**config.mk**
```make
export PLATFORM = sky130hd
export DESIGN_NAME = regbank_wr_arb_flat
export DESIGN_NICKNAME = d
export VERILOG_FILES = /design/src/rtl/regbank_wr_arb_if.sv /design/src/rtl/regbank_wr_arb.sv /design/src/flat_wrapper.sv
export SDC_FILE = /design/constraint.sdc
export NUM_CORES = 1
export LEC_CHECK = 0
export ABC_AREA = 0
export CORE_ASPECT_RATIO = 0.75
export CORE_MARGIN = 1.5
export CORE_UTILIZATION = 43
export CTS_CLUSTER_SIZE = 30
export DETAILED_ROUTE_END_ITERATION = 6
export GPL_TIMING_DRIVEN = 1
export HOLD_SLACK_MARGIN = 0.05
export MAX_ROUTING_LAYER = met4
export PLACE_DENSITY_LB_ADDON = 0.12
export SYNTH_ARGS = -nofsm -noshare
export SYNTH_HDL_FRONTEND = slang
export SYNTH_SLANG_ARGS = --single-unit
```
**constraint.sdc**
```tcl
create_clock -name clk -period 5.9 [get_ports clk]
set_input_delay 0.59 -clock clk [delete_from_list [all_inputs] [get_ports clk]]
set_output_delay 0.59 -clock clk [all_outputs]
set_load 0.005 [all_outputs]
```
**src/rtl/regbank_wr_arb_if.sv**
```systemverilog
// Request/grant and register-bank write bus shared by regbank_wr_arb and its requesters.
// The arbiter connects through the slave modport and requesters through the master modport.
interface regbank_wr_arb_if #(
   parameter int NREQ = 4,
   parameter int NREG = 4,
   parameter int DW   = 8,
   parameter int AW   = 4
);
   logic [NREQ-1:0]    req;
   logic [NREQ*AW-1:0] req_addr;
   logic [NREQ*DW-1:0] req_data;
   logic [NREQ-1:0]    gnt;
   logic [NREG-1:0]    reg_sel;
   logic [DW-1:0]      reg_din;
   logic               addr_err;
   logic               busy;

   modport master (
      output req, req_addr, req_data,
      input  gnt, reg_sel, reg_din, addr_err, busy
   );

   modport slave (
      input  req, req_addr, req_data,
      output gnt, reg_sel, reg_din, addr_err, busy
   );
endinterface

```
**src/rtl/regbank_wr_arb.sv**
```systemverilog
// Round-robin write arbiter in front of an NREG-entry load-enable register bank.
// Define REGBANK_WR_ARB_FIXED_PRIO_EN to get fixed priority, where the lowest index wins.
module regbank_wr_arb #(
   parameter int NREQ = 4,
   parameter int NREG = 4,
   parameter int DW   = 8,
   parameter int AW   = 4
) (
   input  logic             clk,
   input  logic             rst,
   regbank_wr_arb_if.slave  bus
);

   localparam int PW = (NREQ > 1) ? $clog2(NREQ) : 1;

   typedef logic [PW-1:0] idx_t;
   typedef enum logic [0:0] {S_IDLE = 1'b0, S_ISSUE = 1'b1} state_t;

   state_t          state_q, state_d;
   idx_t            last_q, last_d;
   logic [NREQ-1:0] gnt_q, gnt_d;
   logic [NREG-1:0] reg_sel_q, reg_sel_d;
   logic [DW-1:0]   reg_din_q, reg_din_d;
   logic            addr_err_q, addr_err_d;
   logic            busy_q, busy_d;

   logic [NREQ-1:0] eligible_s;
   logic            found_s;
   idx_t            win_s;
   idx_t            start_s;
   logic [AW-1:0]   win_addr_s;
   logic            addr_ok_s;

   // Scan from start and return {found, index} of the first set bit, wrapping modulo NREQ.
   function automatic logic [PW:0] pick(input logic [NREQ-1:0] elig, input idx_t start);
      logic found;
      idx_t win;
      int   pos;
      found = 1'b0;
      win   = '0;
      for (int k = 0; k < NREQ; k++) begin
         pos = (int'(start) + k) % NREQ;
         if (!found && elig[pos]) begin
            found = 1'b1;
            win   = idx_t'(pos);
         end else begin
            found = found;
         end
      end
      return {found, win};
   endfunction

`ifdef REGBANK_WR_ARB_FIXED_PRIO_EN
   assign start_s = '0;
`else
   idx_t rr_ptr_q, rr_ptr_d;

   assign start_s = rr_ptr_q;

   always_comb begin
      rr_ptr_d = rr_ptr_q;
      if (found_s) begin
         rr_ptr_d = (int'(win_s) == NREQ - 1) ? '0 : idx_t'(win_s + idx_t'(1));
      end else begin
         rr_ptr_d = rr_ptr_q;
      end
   end

   always_ff @(posedge clk or posedge rst) begin
      if (rst) begin
         rr_ptr_q <= '0;
      end else begin
         rr_ptr_q <= rr_ptr_d;
      end
   end
`endif

   // Masking the last winner while in ISSUE stops a stale req from writing twice.
   always_comb begin
      eligible_s = bus.req;
      if (state_q == S_ISSUE) begin
         eligible_s[last_q] = 1'b0;
      end else begin
         eligible_s = bus.req;
      end
      {found_s, win_s} = pick(eligible_s, start_s);
      win_addr_s = bus.req_addr[win_s*AW +: AW];
      addr_ok_s  = (int'(win_addr_s) < NREG);
   end

   always_comb begin
      state_d    = state_q;
      last_d     = last_q;
      gnt_d      = '0;
      reg_sel_d  = '0;
      reg_din_d  = reg_din_q;
      addr_err_d = 1'b0;
      busy_d     = 1'b0;
      case (state_q)
         S_IDLE, S_ISSUE: begin
            if (found_s) begin
               state_d    = S_ISSUE;
               last_d     = win_s;
               gnt_d      = NREQ'(1'b1) << win_s;
               reg_din_d  = bus.req_data[win_s*DW +: DW];
               busy_d     = 1'b1;
               if (addr_ok_s) begin
                  reg_sel_d  = NREG'(1'b1) << win_addr_s;
                  addr_err_d = 1'b0;
               end else begin
                  reg_sel_d  = '0;
                  addr_err_d = 1'b1;
               end
            end else begin
               state_d = S_IDLE;
            end
         end
         default: begin
            state_d = S_IDLE;
         end
      endcase
   end

   always_ff @(posedge clk or posedge rst) begin
      if (rst) begin
         state_q    <= S_IDLE;
         last_q     <= '0;
         gnt_q      <= '0;
         reg_sel_q  <= '0;
         reg_din_q  <= '0;
         addr_err_q <= 1'b0;
         busy_q     <= 1'b0;
      end else begin
         state_q    <= state_d;
         last_q     <= last_d;
         gnt_q      <= gnt_d;
         reg_sel_q  <= reg_sel_d;
         reg_din_q  <= reg_din_d;
         addr_err_q <= addr_err_d;
         busy_q     <= busy_d;
      end
   end

   assign bus.gnt      = gnt_q;
   assign bus.reg_sel  = reg_sel_q;
   assign bus.reg_din  = reg_din_q;
   assign bus.addr_err = addr_err_q;
   assign bus.busy     = busy_q;

endmodule
```
**src/flat_wrapper.sv**
```systemverilog
// flat-port wrapper written by rule: the top's interface ports become plain ports
module regbank_wr_arb_flat 
#(
   parameter int NREQ = 4,
   parameter int NREG = 4,
   parameter int DW   = 8,
   parameter int AW   = 4
)
  (clk, rst, bus_req, bus_req_addr, bus_req_data, bus_gnt, bus_reg_sel, bus_reg_din, bus_addr_err, bus_busy);
  regbank_wr_arb_if #(.NREQ(NREQ), .NREG(NREG), .DW(DW), .AW(AW)) bus_i ();
  input  logic clk;
  input  logic rst;
  input wire logic [$bits(bus_i.req)-1:0] bus_req;
  input wire logic [$bits(bus_i.req_addr)-1:0] bus_req_addr;
  input wire logic [$bits(bus_i.req_data)-1:0] bus_req_data;
  output wire logic [$bits(bus_i.gnt)-1:0] bus_gnt;
  output wire logic [$bits(bus_i.reg_sel)-1:0] bus_reg_sel;
  output wire logic [$bits(bus_i.reg_din)-1:0] bus_reg_din;
  output wire logic [$bits(bus_i.addr_err)-1:0] bus_addr_err;
  output wire logic [$bits(bus_i.busy)-1:0] bus_busy;
  assign bus_i.req = bus_req;
  assign bus_i.req_addr = bus_req_addr;
  assign bus_i.req_data = bus_req_data;
  assign bus_gnt = bus_i.gnt;
  assign bus_reg_sel = bus_i.reg_sel;
  assign bus_reg_din = bus_i.reg_din;
  assign bus_addr_err = bus_i.addr_err;
  assign bus_busy = bus_i.busy;
  regbank_wr_arb #(.NREQ(NREQ), .NREG(NREG), .DW(DW), .AW(AW)) u_core (.clk(clk), .rst(rst), .bus(bus_i));
endmodule
```
# --- After elaboration in Yosys (flattened, before gate mapping) ---
# Cells that the tools add are included.
# Widths: inputs -> output; s select.
classes:
  n_addsub: 4
  order_cmp: 7
  n_eq_ne: 1
  shift: 4
  n_mux: 29
  bitwise_logic: 5
  reduce_logical: 10
ops:
  columns: ["op", "count"]
  rows:
  - ["$shiftx 32x6->8", 1]
  - ["$mux 4", 4]
  - ["$shiftx 16x5->4", 1]
  - ["$mux 1", 15]
  - ["$lt 3x4->1 const B", 3]
  - ["$mux 2", 5]
  - ["$bmux 1 s2", 4]
  - ["$lt 2x3->1 const B", 2]
  - ["$reduce_or 2->1", 3]
  - ["$add 2x1->2 const B", 2]
  - ["$add 2x2->2 const B", 2]
  - ["$and 4x4->4", 1]
  - ["$logic_and 1x1->1", 4]
  - ["$lt 4x3->1 const B", 1]
  - ["$not 4->4", 1]
  - ["$shl 1x2->4 const A", 1]
  - ["$shl 1x4->4 const A", 1]
  - ["$and 1x1->1 const A", 3]
  - ["$logic_not 1->1", 3]
  - ["$demux 1 s2", 1]
  - ["$eq 2x1->1 const B", 1]
  - ["$ge 2x1->1 const B", 1]
word_totals:
  regBits: 22
  in_bits: 54
  output_inout_bits: 18
  elab_cells: 67

# --- Longest topological paths before layout ---
logic_depth:
  depth_word: 23
  depth_mapped: 12
  ltp_nobuf: 9

# --- Least setup slack after synthesis ---
# Ideal clock, no wire load.
synth_timing:
  path_kind: "flip-flop to flip-flop"
  start: "reg u_core.rr_ptr_q[0]"
  end: "reg u_core.reg_din_q[7] (netlist: u_core.bus.reg_din[7])"
  setup_time_ps: 126
  t_arrival_ps: 2378
  path_slack_ps: 3396
  path_stages_with_launch: 10
  path_buffers: 2
  path_cell_list: "dfrtp_1 buf_2 xor2_2 a2bb2oi_4 o21ai_2 a311o_1 or2_1 buf_6 mux2_4 a221o_1"
synth_via:
  elab_chain_cells: 13
  word_cells_on_any_way: 29
  classes_between: "add/sub: 3; shift: 1; mux: 19; reduce/logical: 6"
synth_rtl:
  columns: ["item", "line_no", "rtl"]
  rows:
  - ["from (decl)", "regbank_wr_arb.sv:56", "idx_t rr_ptr_q, rr_ptr_d;"]
  - ["from (signal assigned)", "regbank_wr_arb.sv:73", "rr_ptr_q <= rr_ptr_d;"]
  - ["$add 2x1->2 or $bmux 1 s2 (tied branches)", "regbank_wr_arb.sv:42, regbank_wr_arb.sv:43", null]
  - ["$bmux 1 s2 or $mux 1 (tied branches)", "regbank_wr_arb.sv:43", "if (!found && elig[pos]) begin"]
  - ["$mux 1 (implied by the code)", "regbank_wr_arb.sv:43", null]
  - ["$mux 1 (implied by the code) or $logic_not 1->1 (tied branches)", "regbank_wr_arb.sv:43", null]
  - ["$logic_and 1x1->1", "regbank_wr_arb.sv:43", null]
  - ["$mux 1", "regbank_wr_arb.sv:43", null]
  - ["$logic_not 1->1", "regbank_wr_arb.sv:43", null]
  - ["$logic_and 1x1->1", "regbank_wr_arb.sv:43", null]
  - ["$mux 1", "regbank_wr_arb.sv:43", null]
  - ["$logic_not 1->1", "regbank_wr_arb.sv:43", null]
  - ["$logic_and 1x1->1", "regbank_wr_arb.sv:43", null]
  - ["$mux 2", "regbank_wr_arb.sv:43", null]
  - ["$shiftx 32x6->8", "regbank_wr_arb.sv:105", "reg_din_d = bus.req_data[win_s*DW +: DW];"]
  - ["to (signal assigned)", "regbank_wr_arb.sv:138", "reg_din_q <= reg_din_d;"]
  - ["to (decl)", "regbank_wr_arb.sv:23", "logic [DW-1:0] reg_din_q, reg_din_d;"]
# Several ways; a longest one is shown, not always the timed one. The select of a mux whose other input is x is not followed.
# A chain may end at the register's enable or synchronous reset.

# --- Final worst setup path ---
# Ends and elaborated chain as after synthesis.

==> results.md <==
- Largest net degree at the start of global routing: 27
- Worst hold margin: 544 ps
- Synth warn: 0
- Slew @ Worst Pin: 1220 ps
- Ys async rst share: 1.00
- Initial Util: 0.444
- Worst hold path type: flop to flop
- Crit path time final: 3630 ps
- Global-route wire length before repair: between 5000 and 6000 um
- Peak supply drop: between 300 and 400 uV
- Number of synthesized flops with an enable pin: 0
- Chip Width: 70.1 um
- Mean Syn Cell Area: 10.1 sq um
- Total placed cells including tap cells: 249
- Commonest cells after routing, fill and taps aside: 71 x clkdlybuf4s50_1, 22 x dfrtp_1, 21 x mux2i_1
- Cts repair resizes: 0
- Crit path DAT: approximately 3800 ps
- Final hold viol count: 0
- Clk sink count: 22
- Register area: 551 sq um
- Total number of vias: 1347
- Inserted Clock Buffers: 3
- Cells after Synth: 144
- Power Dens Cells: 600 nW/um^2
- Die Y: 53.3 um
- GR Layer Usage met1: 0.263
- Gr busiest metal: met2
- Pleak: approximately 0.94 nW
- Via-to-Cell Ratio: 5.35
- Total power: 1.33 mW
- Synth Flop Type: dfrtp_1
- I/O pin total: 72
- Final Skew: 2.75 ps
- Commonest non-fill, non-tap cell in the layout: clkdlybuf4s50_1
- Clock buffer depth: 2
- F_max: about 280 MHz
- DP Area: 2170 sq um
- Max_cap viols: 0
- Tcrit/Tclk final: 0.614
- Met3 GRT Util: 0.0495
- Crit-path max FO: 26
- Worst EP required: 6050 ps
- DP HPWL: 2770 um
- Drt drc: 0
- Share of cells above drive strength 1: 0.0660
- Number of port buffers: 71
- DRT Pass-1 Iters: 4
- Synthesized flop and latch total: 22
- Initial antenna violation count: 0
- CTS H-tree depth: 1
- Row count: 18
- RSZ-0062 raised after global routing: false
- Post-synthesis cell type count: 41
- Final setup violation count: 0
- Final ANT Viol Nets: 0
- Core area: 3270 sq um
- Clock root cell: clkbuf_8
- Worst Setup Start Kind: flop
- Number of global-route vias before repair: 1216
- Number of buffers added for setup after CTS: 0
- First-iteration detailed-routing DRC count: between 100 and 150
- Diodes inserted: 0
- Status: completed
- Final GP Congestion: around 0.88
- Synth Cell Area: ~1500 sq um
- Syn nets: 202
- Die area: approximately 3700 sq um
- Sum of negative setup slack: 0 ps
- Finished Layout Cells: approximately 250
- Crit path kind: flop to flop
- Final nets: 272
- CTS tree: built
- GR met2 Demand/Resource: 0.319
- CP Capture Type: flop
- Slew Limit Headroom: 0.187
- Clock Latency Late Sink: between 200 and 300 ps
- Sequential fraction of the synthesis area: 0.380
- DR WL/cell: 13.9 um
- Footprint of the multi-input gates: 835 sq um
- Max-slew violations: 0
- Reg clk slew, reported paths: around 70 ps
- Fin area: around 2200 sq um
- GRT Total Usage: 0.201
- Overflow after GRT: 0
- Area Overhead vs Synth: 52.6%
- Fill cells: about 240
- # hold bufs at CTS: 0
- Final wirelength: between 3000 and 4000 um
==> critical path, stage by stage, from the launching register on <==
cell	delay [ps]
dfrtp_1	730
xor2_2	370
o221ai_1	290
a211oi_1	310
a311o_1	170
or2_1	930
mux2_1	400
a221o_1	290
==> path summary, 6_finish.rpt <==
check	endpoint	depth (start not counted)	startpoint	slack, ps
worst max-delay path	u_core.bus.reg_din[7]	7	u_core.rr_ptr_q[0]	2270
worst min-delay path	u_core.last_q[1]	2	u_core.last_q[1]	540
worst max register to register	u_core.bus.reg_din[7]	7	u_core.rr_ptr_q[0]	2270
worst min register to register	u_core.last_q[1]	2	u_core.last_q[1]	540
max in group asynchronous	u_core.bus.reg_din[3]	2	rst	4620
min in group asynchronous	u_core.bus.reg_din[0]	2	rst	770
==> sequential cells by signal (all words and copies together), names as in the netlist <==
signal and count:
u_core.bus.reg_din 8, u_core.last_q 2, u_core.bus.addr_err 1, u_core.bus.gnt 4, u_core.bus.reg_sel 4, u_core.rr_ptr_q 2, u_core.state_q 1
==> cell usage after synthesis, drive strengths merged (3+ instances only) <==
cell type | number | area share
inv | 5 | 0.013
a21oi | 8 | 0.028
nor2 | 14 | 0.036
o211ai | 3 | 0.016
mux2i | 21 | 0.14
and2 | 5 | 0.022
nand2 | 8 | 0.021
ha | 4 | 0.035
o21ai | 5 | 0.020
buf | 4 | 0.024
nand2b | 3 | 0.013
a221oi | 7 | 0.042
mux2 | 6 | 0.049
nor3 | 4 | 0.014
clkbuf | 3 | 0.0078
dfrtp | 22 | 0.38
==> cells by family after synthesis <==
| kind of cell | synth area share |
|---|---|
| and+or+nand+nor | 0.136 |
| AOI/OAI and AO/OA | 0.193 |
| muxes | 0.194 |
| DFF | 0.380 |
| buffers and inverters | 0.0449 |
| adders and majority gates | 0.0345 |
| xor gates and xnor gates | 0.0173 |
==> report_power, final <==
part / switching (mW) / total [mW] / internal [mW]
Clock: 0.0474 / 0.0931 / 0.0457
Sequential: 0.0603 / 0.287 / 0.226
Combinational: 0.472 / 0.947 / 0.475
Total: 0.580 / 1.33 / 0.747
==> through the flow <==
stage,setup WS (ps),util
after floorplan,3400,-
after global placement,2360,0.665
after detailed placement,2230,0.665
after CTS,2270,0.678
after global routing,1960,0.678
final,2270,0.678
==> routing by layer <==
| layer | up-vias | share of wire |
|---|---|---|
| li1 | 669 | - |
| met1 | 626 | 0.46 |
| met2 | 49 | 0.48 |
| met3 | 3 | 0.052 |
| met4 | 0 | 0.0068 |
| met5 | - | 0 |
==> area by class of cell <==
cell class | instances | share of cell area
well taps | 40 | 0.0226
clock buffers | 3 | 0.0187
inverters | 5 | 0.00848
multi-input cells | 110 | 0.377
repair buffers | 72 | 0.324
flip-flops and latches | 22 | 0.249
(Power assumes the default switching activity.)
